File: src/rtl/tdm_frame_sched.sv
// TDM frame scheduler: two requester channels feed 2-deep FIFOs that are
// drained into a pair of frame words once every G_FRAME_MCLKS cycles.
module tdm_frame_sched #(
    parameter int G_BITS        = 16,
    parameter int G_FRAME_MCLKS = 66
) (
    input  logic              in_mclk,
    input  logic              in_rst_n,
    input  logic              in_enable,
    input  logic [G_BITS-1:0] in_ch1_data,
    input  logic [G_BITS-1:0] in_ch2_data,
    input  logic              in_ch1_valid,
    input  logic              in_ch2_valid,
    output logic              out_ch1_ready,
    output logic              out_ch2_ready,
    output logic [G_BITS-1:0] out_frame_1,
    output logic [G_BITS-1:0] out_frame_2,
    output logic              out_frame_strobe,
    output logic              out_running,
    output logic [7:0]        out_underrun_cnt_1,
    output logic [7:0]        out_underrun_cnt_2,
    output logic [1:0]        out_dbg_state
);

    // Handshake: a sample transfers at a rising edge where valid and ready are
    // both high; ready never looks at valid, and a full FIFO refuses a push
    // even when the same edge pops it.
    typedef enum logic [1:0] {
        ST_IDLE  = 2'd0,
        ST_PRIME = 2'd1,
        ST_RUN   = 2'd2
    } state_t;

    localparam logic [15:0] FRAME_LAST = 16'(G_FRAME_MCLKS - 1);

    state_t            state;
    state_t            state_nx;
    logic [15:0]       frame_cnt;
    logic              frame_edge;
    logic              strobe_q;
    logic              running_q;

    logic [G_BITS-1:0] fifo_head [2];
    logic [G_BITS-1:0] fifo_tail [2];
    logic [1:0]        fifo_cnt  [2];
    logic [G_BITS-1:0] frame_q   [2];
    logic [7:0]        urun_cnt  [2];
    logic [G_BITS-1:0] ch_data   [2];
    logic [1:0]        ch_valid;
    logic [1:0]        ch_ready;
    logic [1:0]        push;
    logic [1:0]        pop;

    assign ch_data[0] = in_ch1_data;
    assign ch_data[1] = in_ch2_data;
    assign ch_valid   = {in_ch2_valid, in_ch1_valid};

    always_comb begin
        state_nx = state;
        case (state)
            ST_IDLE:  if (in_enable) state_nx = ST_PRIME;
            ST_PRIME: begin
                if (!in_enable)
                    state_nx = ST_IDLE;
                else if (fifo_cnt[0] != 2'd0 && fifo_cnt[1] != 2'd0)
                    state_nx = ST_RUN;
            end
            ST_RUN:   if (!in_enable) state_nx = ST_IDLE;
            default:  state_nx = ST_IDLE;
        endcase
    end

    // A dropped enable suppresses the frame edge so nothing pops or strobes.
    assign frame_edge = (state == ST_RUN) && in_enable && (frame_cnt == 16'd0);

    always_comb begin
        ch_ready = 2'b00;
        push     = 2'b00;
        pop      = 2'b00;
        for (int c = 0; c < 2; c++) begin
            ch_ready[c] = (state != ST_IDLE) && (fifo_cnt[c] != 2'd2);
            push[c]     = ch_valid[c] && ch_ready[c];
            pop[c]      = frame_edge && (fifo_cnt[c] != 2'd0);
        end
    end

    always_ff @(posedge in_mclk or negedge in_rst_n) begin
        if (!in_rst_n) begin
            state     <= ST_IDLE;
            running_q <= 1'b0;
            strobe_q  <= 1'b0;
            frame_cnt <= 16'd0;
        end else begin
            state     <= state_nx;
            running_q <= (state_nx == ST_RUN);
            strobe_q  <= frame_edge;
            if (state == ST_RUN && state_nx == ST_RUN)
                frame_cnt <= (frame_cnt == FRAME_LAST) ? 16'd0 : frame_cnt + 16'd1;
            else
                frame_cnt <= 16'd0;
        end
    end

    for (genvar g = 0; g < 2; g++) begin : g_ch
        always_ff @(posedge in_mclk or negedge in_rst_n) begin
            if (!in_rst_n) begin
                fifo_head[g] <= '0;
                fifo_tail[g] <= '0;
                fifo_cnt[g]  <= 2'd0;
                frame_q[g]   <= '0;
                urun_cnt[g]  <= 8'd0;
            end else begin
                if (frame_edge) begin
                    if (fifo_cnt[g] != 2'd0)
                        frame_q[g] <= fifo_head[g];
                    else if (urun_cnt[g] != 8'hFF)
                        urun_cnt[g] <= urun_cnt[g] + 8'd1;
                end
                // Leaving for IDLE flushes, which also drops a same-edge push.
                if (state_nx == ST_IDLE) begin
                    fifo_cnt[g] <= 2'd0;
                end else begin
                    case ({push[g], pop[g]})
                        2'b10: begin
                            if (fifo_cnt[g] == 2'd0)
                                fifo_head[g] <= ch_data[g];
                            else
                                fifo_tail[g] <= ch_data[g];
                            fifo_cnt[g] <= fifo_cnt[g] + 2'd1;
                        end
                        2'b01: begin
                            fifo_head[g] <= fifo_tail[g];
                            fifo_cnt[g]  <= fifo_cnt[g] - 2'd1;
                        end
                        // Push with pop only happens at one entry: the new word becomes head.
                        2'b11:   fifo_head[g] <= ch_data[g];
                        default: ;
                    endcase
                end
            end
        end
    end

    assign out_ch1_ready      = ch_ready[0];
    assign out_ch2_ready      = ch_ready[1];
    assign out_frame_1        = frame_q[0];
    assign out_frame_2        = frame_q[1];
    assign out_frame_strobe   = strobe_q;
    assign out_running        = running_q;
    assign out_underrun_cnt_1 = urun_cnt[0];
    assign out_underrun_cnt_2 = urun_cnt[1];
    assign out_dbg_state      = state;

endmodule

File: config.mk
export PLATFORM = sky130hd
export DESIGN_NAME = tdm_frame_sched
export DESIGN_NICKNAME = d
export VERILOG_FILES = /design/src/rtl/tdm_frame_sched.sv
export SDC_FILE = /design/constraint.sdc
export NUM_CORES = 1
export LEC_CHECK = 0
export ABC_AREA = 1
export CAP_MARGIN = 20
export CORE_UTILIZATION = 40
export CTS_BUF_LIST = sky130_fd_sc_hd__clkbuf_8
export DETAILED_ROUTE_END_ITERATION = 16
export HOLD_SLACK_MARGIN = 0.02
export PLACE_DENSITY = 0.71
export RECOVER_POWER = 50
export SLEW_MARGIN = 20
export SYNTH_ARGS = -nofsm -noshare
export SYNTH_HDL_FRONTEND = slang
export SYNTH_SLANG_ARGS = --single-unit
File: constraint.sdc
create_clock -name in_mclk -period 3.3 [get_ports in_mclk]
set_input_delay 0.99 -clock in_mclk [delete_from_list [all_inputs] [get_ports in_mclk]]
set_output_delay 0.99 -clock in_mclk [all_outputs]
set_load 0.01 [all_outputs]
### Yosys cells after proc, flatten, opt, wreduce, memory -nomap -nowiden

Index checks and enable logic that the tools add are counted.

| word-level totals | value |
|---|---|
| input port bits | 37 |
| output and inout bits | 54 |
| logic and storage cells | 87 |
| bits in registers | 136 |

| cells by class | value |
|---|---|
| reductions and logical operators | 30 |
| bitwise logic cells | 5 |
| equality and inequality tests | 16 |
| mux-type cells | 15 |
| add/sub/neg operators | 7 |

Operators by type and width:

| operator | count |
|---|---|
| 16-bit one-hot mux with 3 select lines | 2 |
| 16-bit two-way mux | 4 |
| 3-bit AND reduction | 6 |
| 16-bit by 1-bit adder with 16-bit output (second input constant) | 1 |
| 8-bit by 1-bit adder with 8-bit output (second input constant) | 2 |
| 16-bit by 7-bit == test with 1-bit output (second input constant) | 1 |
| 16-bit logical NOT | 1 |
| 8-bit inequality test (second input constant) | 2 |
| 2-bit == test (second input constant) | 6 |
| 2-bit two-way mux | 6 |
| 3-bit nonzero test | 4 |
| 1-bit logical AND | 10 |
| 2-bit logical NOT | 4 |
| 2-bit inequality test (second input constant) | 4 |
| 2-bit one-hot mux with 2 select lines | 2 |
| 2-bit by 1-bit == test with 1-bit output (second input constant) | 3 |
| 2-bit one-hot mux with 3 select lines | 1 |
| 2-bit nonzero test | 3 |
| 1-bit inverter | 5 |
| 2-bit by 1-bit adder with 2-bit output (second input constant) | 2 |
| 2-bit AND reduction | 2 |
| 2-bit by 1-bit subtractor with 2-bit output (second input constant) | 2 |

### Depth between registers and ports, before layout

Gate-level depths: netlist (run 1).

| depth | value |
|---|---|
| word-level depth | 8 |
| gate-level depth with buffers | 11 |
| depth with buffers taken out | 10 |

### Worst setup path before layout (run 1)

Ideal clock, no wire load.

| path | value |
|---|---|
| kind | input -> register |
| start | in in_enable |
| end | reg fifo_tail[21] in the netlist's numbering |
| stages | 8 |
| arrival time | 1.956 ns |
| data required time | 3.183 ns |
| library setup time | 0.117 ns |
| slack | 1.227 ns |
| path buffers | 1 |
| cells stage by stage | nand3_2 > nor2_8 > nand4_4 > nand2_2 > inv_2 > buf_2 > nand3_1 > nand2_1 |

| between the ends | value |
|---|---|
| longest elaborated chain between the ends | 5 |
| elaborated cells between the ends (all ways) | 11 |
| classes of those cells | 1 x eq/ne; 4 x mux; 1 x bitwise; 5 x reduce/logical |

Ends and longest elaborated chain:

| what | line | source |
|---|---|---|
| from (decl) | 9 | `input logic in_enable,` |
| 2-bit two-way mux (tied with other cells) | 68 | `ST_RUN: if (!in_enable) state_nx = ST_IDLE;` |
| 2-bit one-hot mux with 3 select lines or 1-bit logical AND (tied branches) | 60, 74 |  |
| 2-bit logical NOT or 1-bit logical AND (tied branches) | 120, 83 |  |
| 1-bit inverter (no line) or 2-bit == test (tied branches) | n/a |  |
| 3-bit AND reduction (no line) (*) | n/a |  |
| to (signal, indexed assignment) | 128 | `fifo_tail[g] <= ch_data[g];` |
| to (decl) | 44 | `logic [G_BITS-1:0] fifo_tail [2];` |

Mark *: on every way between the ends. The rest lies on a longest branch, timed or not.
A chain may end at the register's enable or synchronous reset.

### Final worst setup path (run 1)

| path | value |
|---|---|
| start | in in_enable |
| end | reg fifo_head[27] in the netlist's numbering |

| between the ends | value |
|---|---|
| longest elaborated chain between the ends | 6 |
| elaborated cells between the ends (all ways) | 16 |
| classes of those cells | 4 x eq/ne; 5 x mux; 1 x bitwise; 6 x reduce/logical |

Ends and longest elaborated chain:

| what | line | source |
|---|---|---|
| 1-bit logical AND (*) (2 in series) | 74 | `assign frame_edge = (state == ST_RUN) && in_enable && (frame_cnt == 16'd0);` |
| via frame_edge | 39 | `logic frame_edge;` |
| 1-bit logical AND (*) | 83 | `pop[c] = frame_edge && (fifo_cnt[c] != 2'd0);` |
| 2-bit == test or 2-bit by 1-bit == test with 1-bit output (tied branches) | 123 | `case ({push[g], pop[g]})` |
| 2-bit inequality test (no line) or 3-bit nonzero test (tied branches) | n/a |  |
| 3-bit AND reduction (no line) | n/a |  |
| to (signal, indexed assignment) | 126 | `fifo_head[g] <= ch_data[g];` |
| to (signal, indexed assignment) | 132 | `fifo_head[g] <= fifo_tail[g];` |
| to (signal, indexed assignment) | 136 | `2'b11: fifo_head[g] <= ch_data[g];` |
| to (decl) | 43 | `logic [G_BITS-1:0] fifo_head [2];` |

The timed path passes the listed nets; every way through them passes the cells marked *.

==> impl_table.tex, run 1 <==
\begin{tabular}{lr}
\hline
Metric & Value \\
\hline
\multicolumn{2}{l}{\textbf{Logic synthesis}} \\
Sequential area share after synthesis & about half \\
Synthesis Warnings & 0 \\
Syn nets & about 900 \\
Mean post-synth cell area & approximately 7.9 um2 \\
Area leader, netlist & sky130\_fd\_sc\_hd\_\_dfrtp\_1 \\
Primary flip-flop cell chosen by synthesis mapping & sky130\_fd\_sc\_hd\_\_dfrtp\_1 \\
Post-synth top area share & 51.51\% \\
Synthesized netlist cell count & $\sim$840 \\
Most used standard cells in the synthesized netlist & sky130\_fd\_sc\_hd\_\_nand2\_1 (311), sky130\_fd\_sc\_hd\_\_dfrtp\_1 (136), sky130\_fd\_sc\_hd\_\_nand3\_1 (116), sky130\_fd\_sc\_hd\_\_inv\_1 (97), sky130\_fd\_sc\_hd\_\_nor2\_1 (45) \\
Yosys reg bits & around 140 \\
Number of flops mapped to enable cells by yosys & 0 \\
Largest cells by area after synthesis & sky130\_fd\_sc\_hd\_\_dfrtp\_1 (52\%), sky130\_fd\_sc\_hd\_\_nand2\_1 (18\%), sky130\_fd\_sc\_hd\_\_nand3\_1 (8.8\%), sky130\_fd\_sc\_hd\_\_inv\_1 (5.5\%), sky130\_fd\_sc\_hd\_\_nor2\_1 (2.6\%) \\
Most frequently used cell type in the post-synthesis netlist & sky130\_fd\_sc\_hd\_\_nand2\_1 \\
Share of flip-flops with an asynchronous set or reset & 100.0\% \\
Post-Synthesis Cell Area & around 0.0066 mm2 \\
Count of different cell masters after synthesis & 33 \\
\multicolumn{2}{l}{\textbf{Detailed routing}} \\
DR pass1 iterations & 6 \\
Average wire per cell in the routed design & roughly 13 um \\
Total via count after detailed routing & roughly 5500 \\
Post-detailed-route via-to-cell ratio & between 4 and 5 \\
Count of unresolved DRC violations after routing & 0 \\
Detailed Route Iter0 Violations & 337 \\
Total wire length after detailed routing & roughly 15 mm \\
Post-detailed-route count of antenna-violating nets & 0 \\
\multicolumn{2}{l}{\textbf{Power}} \\
Worst VDD drop & 264.2 uV \\
Leakage dissipation & 4.152 nW \\
Cell area power density & approximately 700 mW/mm2 \\
\multicolumn{2}{l}{\textbf{Clock network}} \\
Buffers inserted by post-CTS timing repair & 0 \\
Number of gates given a new drive strength after cts & 0 \\
CTS H-tree lvls & 4 \\
Clock Root Buffer & sky130\_fd\_sc\_hd\_\_clkbuf\_8 \\
Clock transition at the registers of the reported paths & 0.08 ns \\
CTS sink cnt & between 100 and 150 \\
TritonCTS clock tree & yes \\
CTS hold repair buffers & 0 \\
Clock buffer count from CTS & 17 \\
Clk\_lat worst skew & 0.45 ns \\
Number of buffers on the longest clock path & 2 \\
\multicolumn{2}{l}{\textbf{STA}} \\
Final cycle utilization of the critical path & about four fifths \\
Slew @ Worst Pin & 1.483 ns \\
Upper clock frequency limit & between 0.3 and 0.4 GHz \\
Layout Skew & between 0.008 and 0.009 ns \\
Slew HR & under 10\% \\
Setup repair after global routing missed its margin & false \\
Tmin final & 2.661 ns \\
Final max-slew violation count & 0 \\
Final hold violation count & 0 \\
TNS Setup & 0 ns \\
Post-layout worst setup margin & approximately 0.64 ns \\
Number of setup violations in the final report & 0 \\
\multicolumn{2}{l}{\textbf{Worst hold path}} \\
Classification of the worst-slack hold path & flip-flop to flip-flop \\
\multicolumn{2}{l}{\textbf{Status}} \\
Result of the run & finished, final reports clean \\
\multicolumn{2}{l}{\textbf{Global route}} \\
Global routing usage summed across all routing layers & 18.91\% \\
Number of antenna violations at the first check in global routing & 0 \\
Met1 layer usage reported by global route & 25.13\% \\
Pin count of the biggest net entering global routing & $\sim$60 \\
Global-route wire length before repair & $\sim$25 mm \\
Layer carrying the most global-route usage & met2 \\
Overall overflow remaining after global route & 0 \\
GRT met2 Usage & between 20 and 30\% \\
Vias in the first global route & between 5000 and 6000 \\
Global Route met3 Usage & under 10\% \\
\multicolumn{2}{l}{\textbf{Place}} \\
Placed Cells incl. Taps & 1132 \\
IO buf count & 90 \\
Half-perimeter wire length after placement & approximately 10 mm \\
Weighted congestion reported at the end of routability-driven placement & about 0.85 \\
Dpl cell area & roughly 0.0078 mm2 \\
DP Worst Slack & 0.4634 ns \\
\multicolumn{2}{l}{\textbf{Die}} \\
Die height & roughly 130 um \\
Die footprint & around 0.017 mm2 \\
Starting density of the core & 41.30\% \\
Placeable core region & between 0.015 and 0.02 mm2 \\
Num ports & 91 \\
Standard-cell row count & 46 \\
Die W & 130.5 um \\
\multicolumn{2}{l}{\textbf{Finish}} \\
Final-stage net count & about 980 \\
Layout Cell Area excl Fill & slightly above 0.008 mm2 \\
Layout-stage area growth over the synthesis result & 22.87\% \\
Post-route non-filler standard cell count & $\sim$1200 \\
Fill count & between 1500 and 2000 \\
Share of final-layout standard cells stronger than drive strength 1 & roughly 8.1\% \\
Antenna cell count & 0 \\
\multicolumn{2}{l}{\textbf{Worst setup path}} \\
Worst-path fanout max & 20 \\
Worst Path Class, Setup & primary input to flip-flop \\
Crit path capture type & flip-flop \\
Required time of the critical path & approximately 3.7 ns \\
Crit start category & primary input \\
Worst path arrival time & approximately 3.1 ns \\
\multicolumn{2}{l}{\textbf{Run}} \\
Max cap viols & 0 \\
\hline
\end{tabular}
metrics by stage:
step	total power (W)	utilization (%)	hold slack, ns
after floorplan	0.003524	-	0.4419
after global placement	0.004234	48.51	0.4502
after detailed placement	0.004295	48.51	0.4493
after CTS	0.005679	51.00	0.4682
after global routing	0.006032	50.74	0.4877
final	0.005612	50.74	0.4712
worst paths after layout:
kind,startpoint,end,slack (ns),depth (start not counted)
setup / recovery,in_enable,fifo_head[27]$_DFFE_PN0P_,0.64,10
hold / removal,fifo_head[14]$_DFFE_PN0P_,out_frame_2[14]$_DFFE_PN0P_,0.47,2
setup reg to reg,frame_cnt[0]$_DFF_PN0_,fifo_head[27]$_DFFE_PN0P_,1.11,11
hold reg to reg,fifo_head[14]$_DFFE_PN0P_,out_frame_2[14]$_DFFE_PN0P_,0.47,2
max in group asynchronous,in_rst_n,out_frame_1[5]$_DFFE_PN0P_,0.73,2
min in group asynchronous,in_rst_n,out_frame_2[0]$_DFFE_PN0P_,0.89,1
critical path, cell delays in order:
cell and delay, ns:
sky130_fd_sc_hd__dlygate4sd3_1 0.58, sky130_fd_sc_hd__nand3_1 0.11, sky130_fd_sc_hd__nor2_1 0.41, sky130_fd_sc_hd__nand2_2 0.12, sky130_fd_sc_hd__nor2_4 0.24, sky130_fd_sc_hd__nand3_1 0.11
sky130_fd_sc_hd__buf_4 0.22, sky130_fd_sc_hd__nand2_1 0.08, sky130_fd_sc_hd__nand3_1 0.09, sky130_fd_sc_hd__nand2_1 0.10
where the power goes:
group / switching [W] / total [W] / internal [W] / leakage, nW
registers: 0.000328 / 0.00256 / 0.00223 / 1.78
logic: 0.000934 / 0.00168 / 0.000749 / 2.19
clock network: 0.000646 / 0.00137 / 0.000724 / 0.185
registers in the layout (all words and copies together) (netlist names):
register	count
out_frame_strobe	1
out_running	1
fifo_head	32
frame_cnt	16
out_underrun_cnt_2	8
fifo_tail	32
out_dbg_state	2
out_underrun_cnt_1	8
out_frame_1	16
fifo_cnt	4
out_frame_2	16
per-layer routing:
layer | wire length [um] | part of all wire, % | vias to the layer above
li1 | - | - | 2805
met4 | 273 | 1.9 | 0
met3 | 713 | 4.8 | 23
met5 | 0 | 0 | -
met2 | 6758 | 46 | 117
met1 | 6988 | 47 | 2536
cell families (layout without fill, tap and decap cells):
logic type,Yosys count,after routing,synth area share (%)
simple gates,523,523,34.77
flops,136,136,51.51
buf+inv,134,244,8.445
compound gates,23,23,2.215
xor+xnor,16,16,2.121
fa+ha+maj,5,5,0.9468
cell usage in the layout, fill, tap and decap left out, types with 2 or more instances in the layout:
cell type | netlist | final
sky130_fd_sc_hd__a21oi_1 | 5 | 5
sky130_fd_sc_hd__a21oi_4 | 2 | 2
sky130_fd_sc_hd__a31oi_1 | 2 | 2
sky130_fd_sc_hd__buf_12 | 0 | 2
sky130_fd_sc_hd__buf_4 | 5 | 9
sky130_fd_sc_hd__bufinv_16 | 0 | 2
sky130_fd_sc_hd__clkbuf_1 | 5 | 3
sky130_fd_sc_hd__clkbuf_8 | 0 | 20
sky130_fd_sc_hd__clkdlybuf4s50_1 | 0 | 88
sky130_fd_sc_hd__clkinv_2 | 0 | 2
sky130_fd_sc_hd__clkinvlp_4 | 0 | 6
sky130_fd_sc_hd__dfrtp_1 | 136 | 136
sky130_fd_sc_hd__ha_1 | 5 | 5
sky130_fd_sc_hd__inv_1 | 97 | 97
sky130_fd_sc_hd__inv_2 | 12 | 12
sky130_fd_sc_hd__nand2_1 | 311 | 311
sky130_fd_sc_hd__nand2_2 | 7 | 7
sky130_fd_sc_hd__nand2_4 | 2 | 2
sky130_fd_sc_hd__nand3_1 | 116 | 117
sky130_fd_sc_hd__nand4_1 | 12 | 12
sky130_fd_sc_hd__nand4_4 | 2 | 2
sky130_fd_sc_hd__nor2_1 | 45 | 47
sky130_fd_sc_hd__nor2_2 | 6 | 5
sky130_fd_sc_hd__nor2_4 | 3 | 3
sky130_fd_sc_hd__nor3_1 | 12 | 12
sky130_fd_sc_hd__nor3b_1 | 2 | 2
sky130_fd_sc_hd__nor4_1 | 2 | 2
sky130_fd_sc_hd__o21ai_0 | 11 | 12
sky130_fd_sc_hd__xnor2_1 | 9 | 9
sky130_fd_sc_hd__xor2_1 | 7 | 7
final cells by class:
cell class | count | area (um2) | share of cell area, %
sequential | 136 | 3403 | 41.92
multi-input combinational | 567 | 2623 | 32.30
timing repair buffer | 104 | 1015 | 12.50
inverter | 109 | 409.1 | 5.039
clock buffer | 20 | 275.3 | 3.390
tap | 216 | 270.3 | 3.329
clock inverter | 11 | 123.9 | 1.526
No activity file was read; power rests on OpenSTA's default activity.
==> run 2, diff against run 1 <==
--- a/config.mk
+++ b/config.mk
@@ -11,7 +11,7 @@
 export CTS_BUF_LIST = sky130_fd_sc_hd__clkbuf_8
 export DETAILED_ROUTE_END_ITERATION = 16
 export HOLD_SLACK_MARGIN = 0.02
-export PLACE_DENSITY = 0.71
+export PLACE_DENSITY = 0.74
 export RECOVER_POWER = 50
 export SLEW_MARGIN = 20
 export SYNTH_ARGS = -nofsm -noshare
==> constraint.sdc (replaced) <==
create_clock -name in_mclk -period 2.1 [get_ports in_mclk]
set_input_delay 0.63 -clock in_mclk [delete_from_list [all_inputs] [get_ports in_mclk]]
set_output_delay 0.63 -clock in_mclk [all_outputs]
set_load 0.01 [all_outputs]
==> run 2 against run 1 <==
Net effect:
- clock skew is 0.0014 ns lower
- global-route usage rose by 0.66 points
- wire length grew 3.8%
- final area grew 5.1%
- sequential share of layout area down 2.0 points
- combinational power is 69% higher
- via count increased by 2.1%
- register-to-register slack worse by 0.96 ns
- clock power is 76% higher
- count of clock-buffer cells in the layout is 1 lower
- sequential power rose by 57%
- non-clock buffer count increased by 34
- critical path type is now flip-flop to output port
- critical endpoint is now out_underrun_cnt_1[1]
- largest cell class unchanged
==> impl_table.tex, run 2 (synthesis gave the netlist of run 1 again) <==
\begin{tabular}{lr}
\hline
Metric & Value \\
\hline
\multicolumn{2}{l}{\textbf{STA}} \\
Slew @ Worst Pin & 1.067 ns (was 1.483 ns) \\
Slew HR & 28.89\% (was 1.159\%) \\
Number of setup violations in the final report & 0 (unchanged) \\
Tmin final & just over 2 ns \\
Upper clock frequency limit & a little under 0.5 GHz \\
Final max-slew violation count & 0 (unchanged) \\
Final cycle utilization of the critical path & a little over nine tenths \\
Layout Skew & 0.006998 ns (was 0.008396 ns) \\
Final hold violation count & 0 (unchanged) \\
Setup repair after global routing missed its margin & false (unchanged) \\
\multicolumn{2}{l}{\textbf{Worst setup path}} \\
Startpoint of the worst setup timing path & out\_underrun\_cnt\_1[1]\$\_DFFE\_PN0P\_ (was in\_enable) \\
Crit-path cells & clkdlybuf4s50\_1 (was dlygate4sd3\_1 -> nand3\_1 -> nor2\_1 -> nand2\_2 -> nor2\_4 -> nand3\_1 -> buf\_4 -> nand2\_1 -> nand3\_1 -> nand2\_1) \\
Slowest CP cell & sky130\_fd\_sc\_hd\_\_clkdlybuf4s50\_1 (was sky130\_fd\_sc\_hd\_\_dlygate4sd3\_1) \\
Worst path arrival time & 1.41 ns (was 3.05 ns) \\
Required time of the critical path & 1.47 ns (was 3.69 ns) \\
Launching point of the worst reg2reg path & out\_dbg\_state[0]\$\_DFF\_PN0\_ (was frame\_cnt[0]\$\_DFF\_PN0\_) \\
Buf+Inv Stages, Crit Path & 1 (was 2) \\
Family with the most delay on the worst path & buffers and inverters (was simple AND/OR/NAND/NOR gates) \\
Worst Path Class, Setup & flip-flop to output port (was primary input to flip-flop) \\
Delay of the slowest cell on the worst path & 0.56 ns (was 0.58 ns) \\
Crit start category & flip-flop (was primary input) \\
Crit path capture type & output port (was flip-flop) \\
Worst-path fanout max & 4 (was 20) \\
\multicolumn{2}{l}{\textbf{Die}} \\
Placeable core region & 0.01600 mm2 (unchanged) \\
Die height & 130.5 um (unchanged) \\
Standard-cell row count & 46 (unchanged) \\
Num ports & 91 (unchanged) \\
Die W & 130.5 um (unchanged) \\
Starting density of the core & 41.30\% (unchanged) \\
Die footprint & 0.01704 mm2 (unchanged) \\
\multicolumn{2}{l}{\textbf{Detailed routing}} \\
Post-detailed-route count of antenna-violating nets & 0 (unchanged) \\
Total via count after detailed routing & 5597 (was 5481) \\
Count of unresolved DRC violations after routing & 0 (unchanged) \\
Average wire per cell in the routed design & 12.79 um (was 12.67 um) \\
DR pass1 iterations & 5 (was 6) \\
Post-detailed-route via-to-cell ratio & 4.680 (was 4.713) \\
Detailed Route Iter0 Violations & 423 (was 337) \\
Total wire length after detailed routing & 15.30 mm (was 14.73 mm) \\
\multicolumn{2}{l}{\textbf{Clock network}} \\
Clock buffer count from CTS & 17 (unchanged) \\
Clk\_lat worst skew & 0.45 ns (about the same) \\
CTS sink cnt & 136 (unchanged) \\
Clock transition at the registers of the reported paths & 0.07 ns (was 0.08 ns) \\
Number of buffers on the longest clock path & 2 (unchanged) \\
TritonCTS clock tree & yes (unchanged) \\
Clock Root Buffer & sky130\_fd\_sc\_hd\_\_clkbuf\_8 (unchanged) \\
CTS H-tree lvls & 4 (unchanged) \\
\multicolumn{2}{l}{\textbf{Global route}} \\
Pin count of the biggest net entering global routing & 44 (was 61) \\
Overall overflow remaining after global route & 0 (unchanged) \\
Number of antenna violations at the first check in global routing & 0 (unchanged) \\
Global routing usage summed across all routing layers & 19.57\% (was 18.91\%) \\
Vias in the first global route & 5287 (was 5146) \\
Global-route wire length before repair & 25.81 mm (was 25.02 mm) \\
\multicolumn{2}{l}{\textbf{Power}} \\
Cell area power density & 1085 mW/mm2 (was 691.2 mW/mm2) \\
Switching component of the power & 0.002994 W (was 0.001908 W) \\
Worst VDD drop & 565.2 uV (was 264.2 uV) \\
Final total power & 0.009262 W (was 0.005612 W) \\
Proportion of power drawn by the clock network & 26.0\% (was 24.4\%) \\
Proportion of power drawn by flip-flops and latches & 43.4\% (was 45.6\%) \\
Leakage dissipation & 4.420 nW (was 4.152 nW) \\
Int Power & 0.006268 W (was 0.003704 W) \\
Switching share of total power & 32.33\% (was 34.00\%) \\
Combinational cell fraction of total power & 30.7\% (was 30.0\%) \\
\multicolumn{2}{l}{\textbf{Finish}} \\
Most common library cell in the layout ignoring fill and taps & sky130\_fd\_sc\_hd\_\_nand2\_1 (unchanged) \\
Antenna cell count & 0 (unchanged) \\
Fill count & 1522 (was 1573) \\
Layout-stage area growth over the synthesis result & 29.20\% (was 22.87\%) \\
Final core occ & 53.35\% (was 50.74\%) \\
Final-stage net count & 1011 (was 977) \\
Share of final-layout standard cells stronger than drive strength 1 & 11.33\% (was 8.131\%) \\
Biggest registers after layout & fifo\_head (32), fifo\_tail (32) (unchanged) \\
Most frequent cells in the layout & sky130\_fd\_sc\_hd\_\_nand2\_1 (312), sky130\_fd\_sc\_hd\_\_dfrtp\_1 (134), sky130\_fd\_sc\_hd\_\_nand3\_1 (117) (was sky130\_fd\_sc\_hd\_\_nand2\_1 (311), sky130\_fd\_sc\_hd\_\_dfrtp\_1 (136), sky130\_fd\_sc\_hd\_\_nand3\_1 (117)) \\
Layout Cell Area excl Fill & 0.008537 mm2 (was 0.008119 mm2) \\
\multicolumn{2}{l}{\textbf{Place}} \\
Half-perimeter wire length after placement & 10.74 mm (was 10.28 mm) \\
Dpl cell area & 0.008051 mm2 (was 0.007761 mm2) \\
IO buf count & 90 (unchanged) \\
Weighted congestion reported at the end of routability-driven placement & 0.8248 (was 0.8476) \\
\multicolumn{2}{l}{\textbf{Worst hold path}} \\
Classification of the worst-slack hold path & primary input to asynchronous set/reset pin (was flip-flop to flip-flop) \\
\multicolumn{2}{l}{\textbf{Status}} \\
Result of the run & finished, final reports clean (unchanged) \\
\multicolumn{2}{l}{\textbf{Run}} \\
Max cap viols & 0 (unchanged) \\
\hline
\end{tabular}
-- run 2: cell count changes in the layout (fill, tap and decap cells not counted), sizes merged --
cell	delta
buf	+30
bufinv	+3
clkbuf	+4
clkdlybuf4s25	+3
clkdlybuf4s50	-7
clkinvlp	-5
dlygate4sd2	+3
dlygate4sd3	-1
dlymetal6s2s	+1
inv	+2
-- run 2: power by group through the flow --
stage / logic (W) / registers [W] / clock network, W
4_1_cts: 0.00287 / 0.00402 / 0.00247
6_report: 0.00284 / 0.00402 / 0.00241
3_5_place_dp: 0.00283 / 0.00407 / 0
3_3_place_gp: 0.00276 / 0.00404 / 0
5_1_grt: 0.00322 / 0.00412 / 0.00260
2_1_floorplan: 0.00144 / 0.00409 / 0
-- run 2: per-stage QoR --
| stage | hold WS (ns) | setup TNS [ns] | setup WS, ns | cells |
|---|---|---|---|---|
| after global placement | 0.4518 | -18.19 | -0.2017 | 1154 |
| final | 0.3602 | 0 | 0.06166 | 1196 |
| after global routing | 0.4266 | 0 | 0.002121 | 1196 |
| after floorplan | 0.3344 | 0 | 0.3869 | 837 |
| after CTS | 0.08112 | 0 | 0.008248 | 1191 |
| after detailed placement | 0.4550 | -20.84 | -0.2340 | 1154 |
-- run 2: worst reg2reg max path: cells and delay by family, from the launching register on --
| family | cells | cell delay (ns) |
|---|---|---|
| and+or+nand+nor | 5 | 0.81 |
| xor gates and xnor gates | 1 | 0.17 |
| DFF | 1 | 0.41 |
| buffers and inverters | 3 | 0.46 |
-- run 2: final cells by class --
type                            instances  area, um2  share of cell area [%]
Multi-Input combinational cell        567       2646                   31.00
Clock buffer                           19      261.5                   3.063
Sequential cell                       136       3406                   39.89
Timing Repair Buffer                  138       1364                   15.98
Inverter                              109      409.1                   4.793
Clock inverter                         11      180.2                   2.111
Tap cell                              216      270.3                   3.166
-- run 2: worst paths after layout --
kind                                                      to  slack (ns)  cells after the start
setup / recovery                       out_underrun_cnt_1[1]        0.06                      1
hold / removal                    out_frame_2[7]$_DFFE_PN0P_        0.36                      1
max in group asynchronous           fifo_head[3]$_DFFE_PN0P_        0.47                      2
min in group in_mclk              out_frame_1[6]$_DFFE_PN0P_        0.47                      2
hold reg to reg                   out_frame_1[6]$_DFFE_PN0P_        0.47                      2
setup reg to reg           out_underrun_cnt_1[3]$_DFFE_PN0P_        0.15                      9
-- run 2: layer usage --
layer	GRT usage, %	vias to the layer above	share of wire (%)	routed length (um)
met5	0	-	0	0
met4	7.099	0	1.5	230
met3	5.130	18	5.5	847
met2	30.87	137	46	7091
met1	25.94	2577	47	7131
li1	-	2865	-	-
-- run 2: repair_timing --
item                                    CTS  global route
setup buffers                             7             5
pin swaps                                 0             0
endpoints found under the setup margin   11            11
hold buffers                              0             0
endpoints found under the hold margin     0             0
gates resized for setup                   9             8
